## src/rtl/matrix_op_scheduler.sv

```systemverilog
// Round-robin scheduler that shares one set of 2x2 matrix units between two requesters.
// Define MATRIX_SCHED_STATS_EN to add saturating response/error counters (stat_done, stat_err).

module matrix_adder_2x2 (
    input  logic [11:0] a_i,
    input  logic [11:0] b_i,
    output logic [15:0] c_o
);
    for (genvar i = 0; i < 4; i++) begin : g_el
        assign c_o[4*i +: 4] = {1'b0, a_i[3*i +: 3]} + {1'b0, b_i[3*i +: 3]};
    end
endmodule

module matrix_subtractor_2x2 (
    input  logic [11:0] a_i,
    input  logic [11:0] b_i,
    output logic [15:0] c_o
);
    for (genvar i = 0; i < 4; i++) begin : g_el
        assign c_o[4*i +: 4] = {1'b0, a_i[3*i +: 3]} - {1'b0, b_i[3*i +: 3]};
    end
endmodule

module matrix_multiply (
    input  logic [7:0]  a_i,
    input  logic [7:0]  b_i,
    output logic [15:0] c_o
);
    logic [3:0] a11, a12, a21, a22, b11, b12, b21, b22;
    assign {a11, a12, a21, a22} = {2'b0, a_i[7:6], 2'b0, a_i[5:4], 2'b0, a_i[3:2], 2'b0, a_i[1:0]};
    assign {b11, b12, b21, b22} = {2'b0, b_i[7:6], 2'b0, b_i[5:4], 2'b0, b_i[3:2], 2'b0, b_i[1:0]};
    // Each element is truncated to 4 bits (modulo 16).
    assign c_o = {a11 * b11 + a12 * b21, a11 * b12 + a12 * b22,
                  a21 * b11 + a22 * b21, a21 * b12 + a22 * b22};
endmodule

module matrix_transpose_2x2 (
    input  logic [11:0] a_i,
    output logic [15:0] t_o
);
    assign t_o = {1'b0, a_i[11:9], 1'b0, a_i[5:3], 1'b0, a_i[8:6], 1'b0, a_i[2:0]};
endmodule

module determinant_2x2 (
    input  logic [7:0] a_i,
    output logic [3:0] det_o
);
    logic [3:0] a11, a12, a21, a22;
    assign {a11, a12, a21, a22} = {2'b0, a_i[7:6], 2'b0, a_i[5:4], 2'b0, a_i[3:2], 2'b0, a_i[1:0]};
    assign det_o = a11 * a22 - a12 * a21;
endmodule

// Integer inverse: exists only when det is +1 or -1, in which case inv = det * adj(A).
module inverse_2x2 (
    input  logic [15:0] a_i,
    output logic [15:0] inv_o,
    output logic        valid_o
);
    logic [3:0] a11, a12, a21, a22;
    logic [8:0] det;
    assign {a11, a12, a21, a22} = a_i;
    assign det = {1'b0, {4'b0, a11} * {4'b0, a22}} - {1'b0, {4'b0, a12} * {4'b0, a21}};
    assign valid_o = (det == 9'd1) || (det == 9'h1FF);
    always_comb begin
        inv_o = '0;
        if (det == 9'd1)        inv_o = {a22, -a12, -a21, a11};
        else if (det == 9'h1FF) inv_o = {-a22, a12, a21, -a11};
    end
endmodule

module matrix_op_scheduler #(
    parameter int SETTLE_CYCLES = 1
) (
    input  logic        clk,
    input  logic        rst,
    input  logic        req0_valid,
    output logic        req0_ready,
    input  logic [2:0]  req0_op,
    input  logic [11:0] req0_a,
    input  logic [11:0] req0_b,
    input  logic        req1_valid,
    output logic        req1_ready,
    input  logic [2:0]  req1_op,
    input  logic [11:0] req1_a,
    input  logic [11:0] req1_b,
    output logic        rsp_valid,
    input  logic        rsp_ready,
    output logic        rsp_id,
    output logic        rsp_err,
    output logic [15:0] rsp_data,
    output logic        busy
`ifdef MATRIX_SCHED_STATS_EN
    ,
    output logic [15:0] stat_done,
    output logic [7:0]  stat_err
`endif
);
    localparam int SETTLE_EFF = (SETTLE_CYCLES < 1) ? 1 : ((SETTLE_CYCLES > 15) ? 15 : SETTLE_CYCLES);

    typedef enum logic [1:0] {S_IDLE, S_EXEC, S_RESP} state_t;

    state_t      state_q, state_d;
    logic        ptr_q, ptr_d, id_q, id_d;
    logic [4:0]  cnt_q, cnt_d;
    logic [2:0]  op_q, op_d;
    logic [11:0] a_q, a_d, b_q, b_d;
    logic        rsp_id_q, rsp_id_d, rsp_err_q, rsp_err_d;
    logic [15:0] rsp_data_q, rsp_data_d;
    logic        grant_valid, grant_id;

    logic [15:0] add_c, sub_c, mul_c, tr_c, inv_c;
    logic [3:0]  det_c;
    logic        inv_ok;
    logic [7:0]  a_lo, b_lo;

    assign a_lo = {a_q[10:9], a_q[7:6], a_q[4:3], a_q[1:0]};
    assign b_lo = {b_q[10:9], b_q[7:6], b_q[4:3], b_q[1:0]};

    matrix_adder_2x2      u_add (.a_i(a_q), .b_i(b_q), .c_o(add_c));
    matrix_subtractor_2x2 u_sub (.a_i(a_q), .b_i(b_q), .c_o(sub_c));
    matrix_multiply       u_mul (.a_i(a_lo), .b_i(b_lo), .c_o(mul_c));
    matrix_transpose_2x2  u_tr  (.a_i(a_q), .t_o(tr_c));
    determinant_2x2       u_det (.a_i(a_lo), .det_o(det_c));
    inverse_2x2           u_inv (.a_i({1'b0, a_q[11:9], 1'b0, a_q[8:6], 1'b0, a_q[5:3], 1'b0, a_q[2:0]}),
                                 .inv_o(inv_c), .valid_o(inv_ok));

    always_comb begin
        // NOTE: every comb output gets a default first so no path can infer a latch.
        grant_valid = 1'b0;
        grant_id    = ptr_q;
        if (state_q == S_IDLE) begin
            if (ptr_q ? req1_valid : req0_valid) begin
                grant_valid = 1'b1;
            end else if (ptr_q ? req0_valid : req1_valid) begin
                grant_valid = 1'b1;
                grant_id    = ~ptr_q;
            end
        end
    end

    assign req0_ready = grant_valid && !grant_id;
    assign req1_ready = grant_valid && grant_id;

    always_comb begin
        state_d    = state_q;
        ptr_d      = ptr_q;
        id_d       = id_q;
        cnt_d      = cnt_q;
        op_d       = op_q;
        a_d        = a_q;
        b_d        = b_q;
        rsp_id_d   = rsp_id_q;
        rsp_err_d  = rsp_err_q;
        rsp_data_d = rsp_data_q;
        unique case (state_q)
            S_IDLE: if (grant_valid) begin
                op_d    = grant_id ? req1_op : req0_op;
                a_d     = grant_id ? req1_a : req0_a;
                b_d     = grant_id ? req1_b : req0_b;
                id_d    = grant_id;
                ptr_d   = ~grant_id;
                cnt_d   = 5'(SETTLE_EFF + 1);
                state_d = S_EXEC;
            end
            S_EXEC: begin
                cnt_d = cnt_q - 5'd1;
                if (cnt_q == 5'd1) begin
                    rsp_id_d   = id_q;
                    rsp_err_d  = 1'b0;
                    rsp_data_d = '0;
                    case (op_q)
                        3'd0: rsp_data_d = add_c;
                        3'd1: rsp_data_d = sub_c;
                        3'd2: rsp_data_d = mul_c;
                        3'd3: rsp_data_d = tr_c;
                        3'd4: rsp_data_d = {12'h000, det_c};
                        3'd5: if (inv_ok) rsp_data_d = inv_c; else rsp_err_d = 1'b1;
                        default: rsp_err_d = 1'b1;
                    endcase
                    state_d = S_RESP;
                end
            end
            S_RESP: if (rsp_ready) state_d = S_IDLE;
            default: state_d = S_IDLE;
        endcase
    end

    always_ff @(posedge clk) begin
        // NOTE: state uses non-blocking assignments so every register samples pre-edge values.
        if (rst) begin
            state_q    <= S_IDLE;
            ptr_q      <= 1'b0;
            id_q       <= 1'b0;
            cnt_q      <= '0;
            op_q       <= '0;
            a_q        <= '0;
            b_q        <= '0;
            rsp_id_q   <= 1'b0;
            rsp_err_q  <= 1'b0;
            rsp_data_q <= '0;
        end else begin
            state_q    <= state_d;
            ptr_q      <= ptr_d;
            id_q       <= id_d;
            cnt_q      <= cnt_d;
            op_q       <= op_d;
            a_q        <= a_d;
            b_q        <= b_d;
            rsp_id_q   <= rsp_id_d;
            rsp_err_q  <= rsp_err_d;
            rsp_data_q <= rsp_data_d;
        end
    end

    assign rsp_valid = (state_q == S_RESP);
    assign rsp_id    = rsp_id_q;
    assign rsp_err   = rsp_err_q;
    assign rsp_data  = rsp_data_q;
    assign busy      = (state_q != S_IDLE);

`ifdef MATRIX_SCHED_STATS_EN
    logic [15:0] stat_done_q;
    logic [7:0]  stat_err_q;
    always_ff @(posedge clk) begin
        if (rst) begin
            stat_done_q <= '0;
            stat_err_q  <= '0;
        end else if (rsp_valid && rsp_ready) begin
            if (stat_done_q != 16'hFFFF) stat_done_q <= stat_done_q + 16'd1;
            if (rsp_err_q && stat_err_q != 8'hFF) stat_err_q <= stat_err_q + 8'd1;
        end
    end
    assign stat_done = stat_done_q;
    assign stat_err  = stat_err_q;
`endif
endmodule

```

## config.mk

```make
export PLATFORM = sky130hd
export DESIGN_NAME = matrix_op_scheduler
export DESIGN_NICKNAME = d
export VERILOG_FILES = /design/src/rtl/matrix_op_scheduler.sv
export SDC_FILE = /design/constraint.sdc
export NUM_CORES = 1
export LEC_CHECK = 0
export CAP_MARGIN = 20
export CORE_MARGIN = 2
export CORE_UTILIZATION = 30
export DETAILED_ROUTE_END_ITERATION = 10
export GPL_TIMING_DRIVEN = 0
export PLACE_DENSITY_LB_ADDON = 0.3
export SYNTH_ARGS = -nofsm -noshare
export SYNTH_HDL_FRONTEND = slang
export SYNTH_HIERARCHICAL = 1
export SYNTH_SLANG_ARGS = --single-unit
export TNS_END_PERCENT = 10
```

## constraint.sdc

```tcl
create_clock -name clk -period 8.3 [get_ports clk]
set_input_delay 0.83 -clock clk [delete_from_list [all_inputs] [get_ports clk]]
set_output_delay 0.83 -clock clk [all_outputs]
set_load 0.03 [all_outputs]
```

**Word-level counts from Yosys, hierarchy flattened**

Index checks and enable logic that the tools add are counted.

- Output and inout bits: 22
- Input port bits: 59
- Word-level logic and storage cells: 92
- Flip-flop bits (word level): 54

- Bitwise gates (word level): 2
- Equality and inequality tests: 13
- Mux-type cells: 23
- Multipliers: 12
- $add $sub $neg: 19
- Reduce and logical (&&, ||, !) cells: 13

Operators by type and width:

| kind | number |
|---|---|
| 16-bit one-hot mux with 6 select lines | 1 |
| 16-bit 2-to-1 mux | 3 |
| 2-bit by 2-bit multiplier with 4-bit output | 10 |
| 12-bit 2-to-1 mux | 2 |
| 3-bit by 3-bit adder with 4-bit output | 4 |
| 4-bit adder | 4 |
| 3-bit negator with 4-bit output | 4 |
| 3-bit by 3-bit subtractor with 4-bit output | 4 |
| 3-bit by 3-bit multiplier with 6-bit output | 2 |
| 5-bit one-hot mux with 2 select lines | 1 |
| 9-bit by 1-bit equality test with 1-bit output (second input constant) | 1 |
| 9-bit equality test (second input constant) | 1 |
| 1-bit 2-to-1 mux | 9 |
| 8-bit by 8-bit subtractor with 9-bit output | 1 |
| 3-bit by 2-bit equality test with 1-bit output (second input constant) | 2 |
| 3-bit equality test (second input constant) | 2 |
| 2-bit 2-to-1 mux | 3 |
| 2-bit one-hot mux with 3 select lines | 1 |
| 2-bit AND reduction | 3 |
| 5-bit by 1-bit equality test with 1-bit output (second input constant) | 1 |
| 5-bit 2-to-1 mux | 1 |
| 5-bit OR reduction | 1 |
| 5-bit by 1-bit subtractor with 5-bit output (second input constant) | 1 |
| 2-bit inequality test (second input constant) | 2 |
| 15 further kinds | 18 |

**Logic depth before layout (Yosys ltp)**

- Depth after elaboration: 7
- Mapped depth: 24
- Gate-level depth less buffers: 20

**By module**

Netlist, hierarchy kept.

Modules (own cells, without submodules):

| module | cells each | sequential area each (um^2) | times used | area each (um^2) |
|---|---|---|---|---|
| matrix_op_scheduler | 363 | 1081.0 | 1 | 2902.8 |
| inverse_2x2 | 196 | 0.0 | 1 | 1575.3 |
| matrix_multiply | 78 | 0.0 | 1 | 670.6 |
| matrix_subtractor_2x2 | 48 | 0.0 | 1 | 395.4 |
| matrix_adder_2x2 | 40 | 0.0 | 1 | 350.3 |
| determinant_2x2 | 32 | 0.0 | 1 | 252.7 |
| matrix_transpose_2x2 | 17 | 0.0 | 1 | 123.9 |

**Least setup slack after synthesis**

OpenSTA, ideal clock, no wires.

- Path kind: register to register
- Start: reg a_q[7]
- End: reg rsp_data_q[12] (netlist: rsp_data[12])
- Cell stages (with the launch flop): 25
- Slack: 2.595 ns
- Data required time: 8.183 ns
- Clock period less this slack: 5.705 ns
- Arrival: 5.588 ns
- Cells stage by stage: dfxtp_1 > inv_1 > nor2_1 > fa_1 > ha_1 > fa_1 > inv_1 > fa_1 > ha_1 > inv_1 > fa_1 > and2b_1 > o22ai_1 > xnor2_1 > nor4b_4 > and2_4 > buf_6 > buf_6 > or2_1 > and4b_1 > clkbuf_1 > buf_2 > nand2_1 > o211ai_1 > a32o_1

- Elaborated cells on any way between the ends: 9
- Classes of those cells: 1 x add/sub; 1 x mul; 2 x eq/ne; 4 x mux; 1 x reduce/logical

RTL lines:

| item | line | text |
|---|---|---|
| start: declaration | 106 | `logic [11:0] a_q, a_d, b_q, b_d;` |
| start signal: assignment | 196 | `a_q <= '0;` |
| start signal: assignment | 207 | `a_q <= a_d;` |
| 3-bit by 3-bit multiplier with 6-bit output * | 62 | `assign det = {1'b0, {4'b0, a11} * {4'b0, a22}} - {1'b0, {4'b0, a12} * {4'b0, a21}};` |
| 8-bit by 8-bit subtractor with 9-bit output * | 62 |  |
| 9-bit by 1-bit equality test with 1-bit output or 9-bit equality test (tied branches) | 63 | `assign valid_o = (det == 9'd1) \|\| (det == 9'h1FF);` |
| 1-bit logical OR * | 63 |  |
| net inv_ok | 113 | `logic inv_ok;` |
| 16-bit 2-to-1 mux * | 177 | `3'd5: if (inv_ok) rsp_data_d = inv_c; else rsp_err_d = 1'b1;` |
| 16-bit one-hot mux with 6 select lines * | 171 | `case (op_q)` |
| end signal: assignment | 211 | `rsp_data_q <= rsp_data_d;` |
| end: declaration | 108 | `logic [15:0] rsp_data_q, rsp_data_d;` |

The timed path passes the listed nets; every way through them passes the cells marked *.
A chain may end at the register's enable or synchronous reset.

**Worst setup path after layout**

- Start: reg a_q[7]
- End: reg rsp_data_q[0] (netlist: rsp_data[0])

Same word-level chain as after synthesis.

==> results.sh <==
export IMPL_p_leak_nw=3.358
export IMPL_peakVddDrop_mv=0.1305
export IMPL_rows=52
export IMPL_cts_resized=0
export IMPL_portBuffers=79
export IMPL_regToRegSetupSlack_ps=1530
export IMPL_fill_cells=2152
export IMPL_hold_viol_final=0
export IMPL_r2r_start="a_q[7]"
export IMPL_finalCritPeriodShare_pct=81.60
export IMPL_crit_end="rsp_data[0]"
export IMPL_power_switching_uw=653.4
export IMPL_p_seq_share_pct=24.8
export IMPL_critPathLaunchType="flop"
export IMPL_slew_limit_headroom_pct=37.28
export IMPL_synth_xor_area_share_pct=2.793
export IMPL_cp_num_buf_inv=5
export IMPL_grt_pass1_wl_um=28700
export IMPL_synthAdderAreaFrac_pct=26.98
export IMPL_final_nets=1057
export IMPL_diodes=0
export IMPL_placed_area_sq_um=7505
export IMPL_die_area_sq_um=22080
export IMPL_grt_max_degree=20
export IMPL_grt_pass1_vias=5523
export IMPL_swShare_pct=46.34
export IMPL_maxSlewViolCount=0
export IMPL_min_period_ps=6772
export IMPL_fin_setup_tns_ps=0
export IMPL_ctsHoldBuffers=0
export IMPL_rr_worst_depth=21
export IMPL_ant_nets=0
export IMPL_worstSetupStartpoint="a_q[7]"
export IMPL_synth_seq_cells=54
export IMPL_layout_drive_gt1_share_pct=6.524
export IMPL_dr_total_vias=5718
export IMPL_fin_cells=1159
export IMPL_setup_slack_ps=1528
export IMPL_cts_sinks=54
export IMPL_fin_area_sq_um=7659
export IMPL_cts_buffer_depth=2
export IMPL_start_util_pct=30.79
export IMPL_critPathTopFamily="adder cells"
export IMPL_path_class="flop to flop"
export IMPL_overflow=0
export IMPL_cts_made_buffers=5
export IMPL_synth_top_family_by_area="adder cells"
export IMPL_cp_data_arrival_time_ps=6980
export IMPL_drc_errors=0
export IMPL_power_density_nw_per_um2=184.1
export IMPL_drt_pass1_iter_count=5
export IMPL_synth_ff_type="dfxtp_1"
export IMPL_fin_util_pct=37.61
export IMPL_cp_slowest_cell="dfxtp_1"
export IMPL_clock_power_share_pct=16.1
export IMPL_regArea_sq_um=1081
export IMPL_min_path_type="flop to flop"
export IMPL_syn_cell_area_sq_um=6271
export IMPL_multiInputGateArea_sq_um=4593
export IMPL_async_reset_ff_share_pct=0
export IMPL_dp_hpwl_um=14000
export IMPL_cp_max_fo=16
export IMPL_hold_ws_ps=464.9
export IMPL_synth_mux_area_share_pct=2.474
export IMPL_max_cap_violations=0
export IMPL_cts_tree="yes"
export IMPL_yosysWarnings=6
export IMPL_synth_edf_count=0
export IMPL_cts_setup_buffers=0
export IMPL_cp_cell_sequence="inv_1 -> nor2_1 -> fa_1 -> ha_1 -> fa_1 -> inv_1 -> fa_1 -> ha_1 -> inv_1 -> fa_1 -> and2b_1 -> o22ai_1 -> xnor2_1 -> nand4b_4 -> nor2_2 -> or2_1 -> and4b_1 -> clkbuf_1 -> buf_2 -> a21oi_1 -> a311oi_1"
export IMPL_via_per_inst=4.934
export IMPL_io_pins=81
export IMPL_rsz0062_at_grt="no"
export IMPL_fin_skew_ps=12.71
export IMPL_fp_coreArea_sq_um=20360
export IMPL_max_stage_delay_ps=820
export IMPL_ys_seq_area_share_pct=17.24
export IMPL_ys_types=66
export IMPL_syn_area_per_cell_sq_um=8.102
export IMPL_clk_pin_slew_ps=90
export IMPL_insertion_delay_ps=310
export IMPL_drt_iter0_drc=331
export IMPL_reg2reg_to="rsp_data[0]"
export IMPL_cp_common_cell="fa_1"
export IMPL_max_freq_ghz=0.1477
export IMPL_syn_to_final_growth_pct=22.13
export IMPL_grt_usage_pct=16.31
export IMPL_post_drt_wl_per_cell_um=15.41
export IMPL_cp_depth=21
export IMPL_dpl_cell_count=1151
export IMPL_synth_compound_area_share_pct=14.47
export IMPL_cts_htree_levels=2
export IMPL_intPower_uw=756.5
export IMPL_worst_pin_slew_ps=939.6
export IMPL_die_h_um=148.6
export IMPL_comb_power_share_pct=59.2
export IMPL_required_ps=8510
export IMPL_final_setup_viol_count=0
export IMPL_antenna_found_initial=0
export IMPL_globalplace_congestion=0.8250
export IMPL_cts_root_buf="clkbuf_16"
export IMPL_routed_wl_um=17860
export IMPL_crit_path_end_kind="flop"
export IMPL_status="complete, no violations"
export IMPL_synth_simple_area_share_pct=24.74
export IMPL_dpl_worst_slack_ps=1576
export IMPL_total_power_mw=1.410
export IMPL_synthesis_instances=774
export IMPL_die_w_um=148.6
power groups by stage:
stage | combinational, mW | sequential, mW | clock (mW)
2_1_floorplan | 0.648 | 0.326 | 0
3_3_place_gp | 0.818 | 0.355 | 0
3_5_place_dp | 0.826 | 0.356 | 0
4_1_cts | 0.831 | 0.349 | 0.231
5_1_grt | 0.948 | 0.355 | 0.241
6_report | 0.834 | 0.349 | 0.227
per-layer routing:
metal	track usage, %	wire [um]	vias up
met4	1.952	87	0
met1	23.77	8810	2741
met2	26.46	8145	116
li1	-	-	2855
met3	2.209	821	6
met5	0	0	-
synthesized netlist by cell type, types with 3 or more instances:
master     instances  area share [%]
a22oi_1           18             2.2
o22ai_1            4            0.40
buf_6              5            0.90
o211ai_1          10             1.2
a32o_1             9             1.4
o21ai_1            3            0.24
o21a_1             5            0.60
a211oi_1           4            0.48
dfxtp_1           54              17
inv_1             98             5.9
nor3b_1            3            0.36
a21o_1             7            0.84
nand3_1            8            0.64
nor2_1            62             3.7
o2bb2ai_1          3            0.42
fa_1              42              13
a22o_1             5            0.70
ha_1              68              14
a311oi_1           5            0.70
and3_1             3            0.30
nor2b_1            6            0.60
mux2_2             4            0.72
nor4_1            29             2.9
nand2b_1           6            0.60
and2_1            39             3.9
a31oi_1            5            0.50
buf_4             20             2.4
clkbuf_1          23             1.4
xor2_1            10             1.4
buf_2              6            0.48
o21ai_0            8            0.64
nor3_1            66             5.3
a21oi_1           27             2.2
or2_2              3            0.30
mux2i_1           11             1.8
nand2_1           48             2.9
xnor2_1           10             1.4
cell families after synthesis:
logic type      count (synthesis)
mux                            15
simple gates                  294
fa+ha+maj                     110
other cells                     2
buf+inv                       154
compound gates                125
xor+xnor                       20
flops                          54
worst min-delay path by stage:
stage	from	to	slack, ps	cells past startpoint
global route	rsp_data[4]	rsp_data[4]	480	1
CTS	id_q	id_q	460	2
finish	id_q	id_q	460	2
floorplan	cnt_q[4]	cnt_q[4]	430	1
global placement	id_q	id_q	440	2
detailed placement	id_q	id_q	450	2
flip-flops by register name (all words and copies together), names as in the netlist:
signal	cells
id_q	1
ptr_q	1
cnt_q	5
b_q	12
rsp_id	1
rsp_data	16
state_q	2
a_q	12
rsp_err	1
op_q	3
layout make-up:
cell class              instances  share of cell area (%)
plain buffers                  56                   4.362
clock buffers                   5                   1.634
clock inverters                 3                  0.3758
inverters                      98                   4.803
multi-input cells             594                   59.97
flip-flops and latches         54                   14.12
well taps                     270                   4.411
repair buffers                 79                   10.33
cell usage in the layout (no fill, tap or decap), types with 4 or more instances in the layout:
master            n
buf_6             5
nand3_1           8
mux2_2            4
clkbuf_1         23
buf_2             6
fa_1             42
a21o_1            7
a22oi_1          18
o21a_1            5
a21oi_1          27
dfxtp_1          54
and2_1           39
xor2_1           10
nor2_1           62
mux2i_1          11
a211oi_1          4
a311oi_1          5
nor3_1           66
nor2b_1           6
ha_1             68
buf_4            20
xnor2_1          10
o21ai_0           8
conb_1           30
inv_1            98
o22ai_1           4
nand2_1          48
clkdlybuf4s50_1  79
nor4_1           29
clkbuf_16         5
a32o_1            9
o211ai_1         10
nand2b_1          6
a31oi_1           5
a22o_1            5
tightest hold or removal path, delay by kind of cell, from the launching register on:
kind               cells  cell delay [ps]
DFF                    1              320
AOI/OAI and AO/OA      1               50
and+or+nand+nor        1               50
Power figures use the tool's default switching activity.
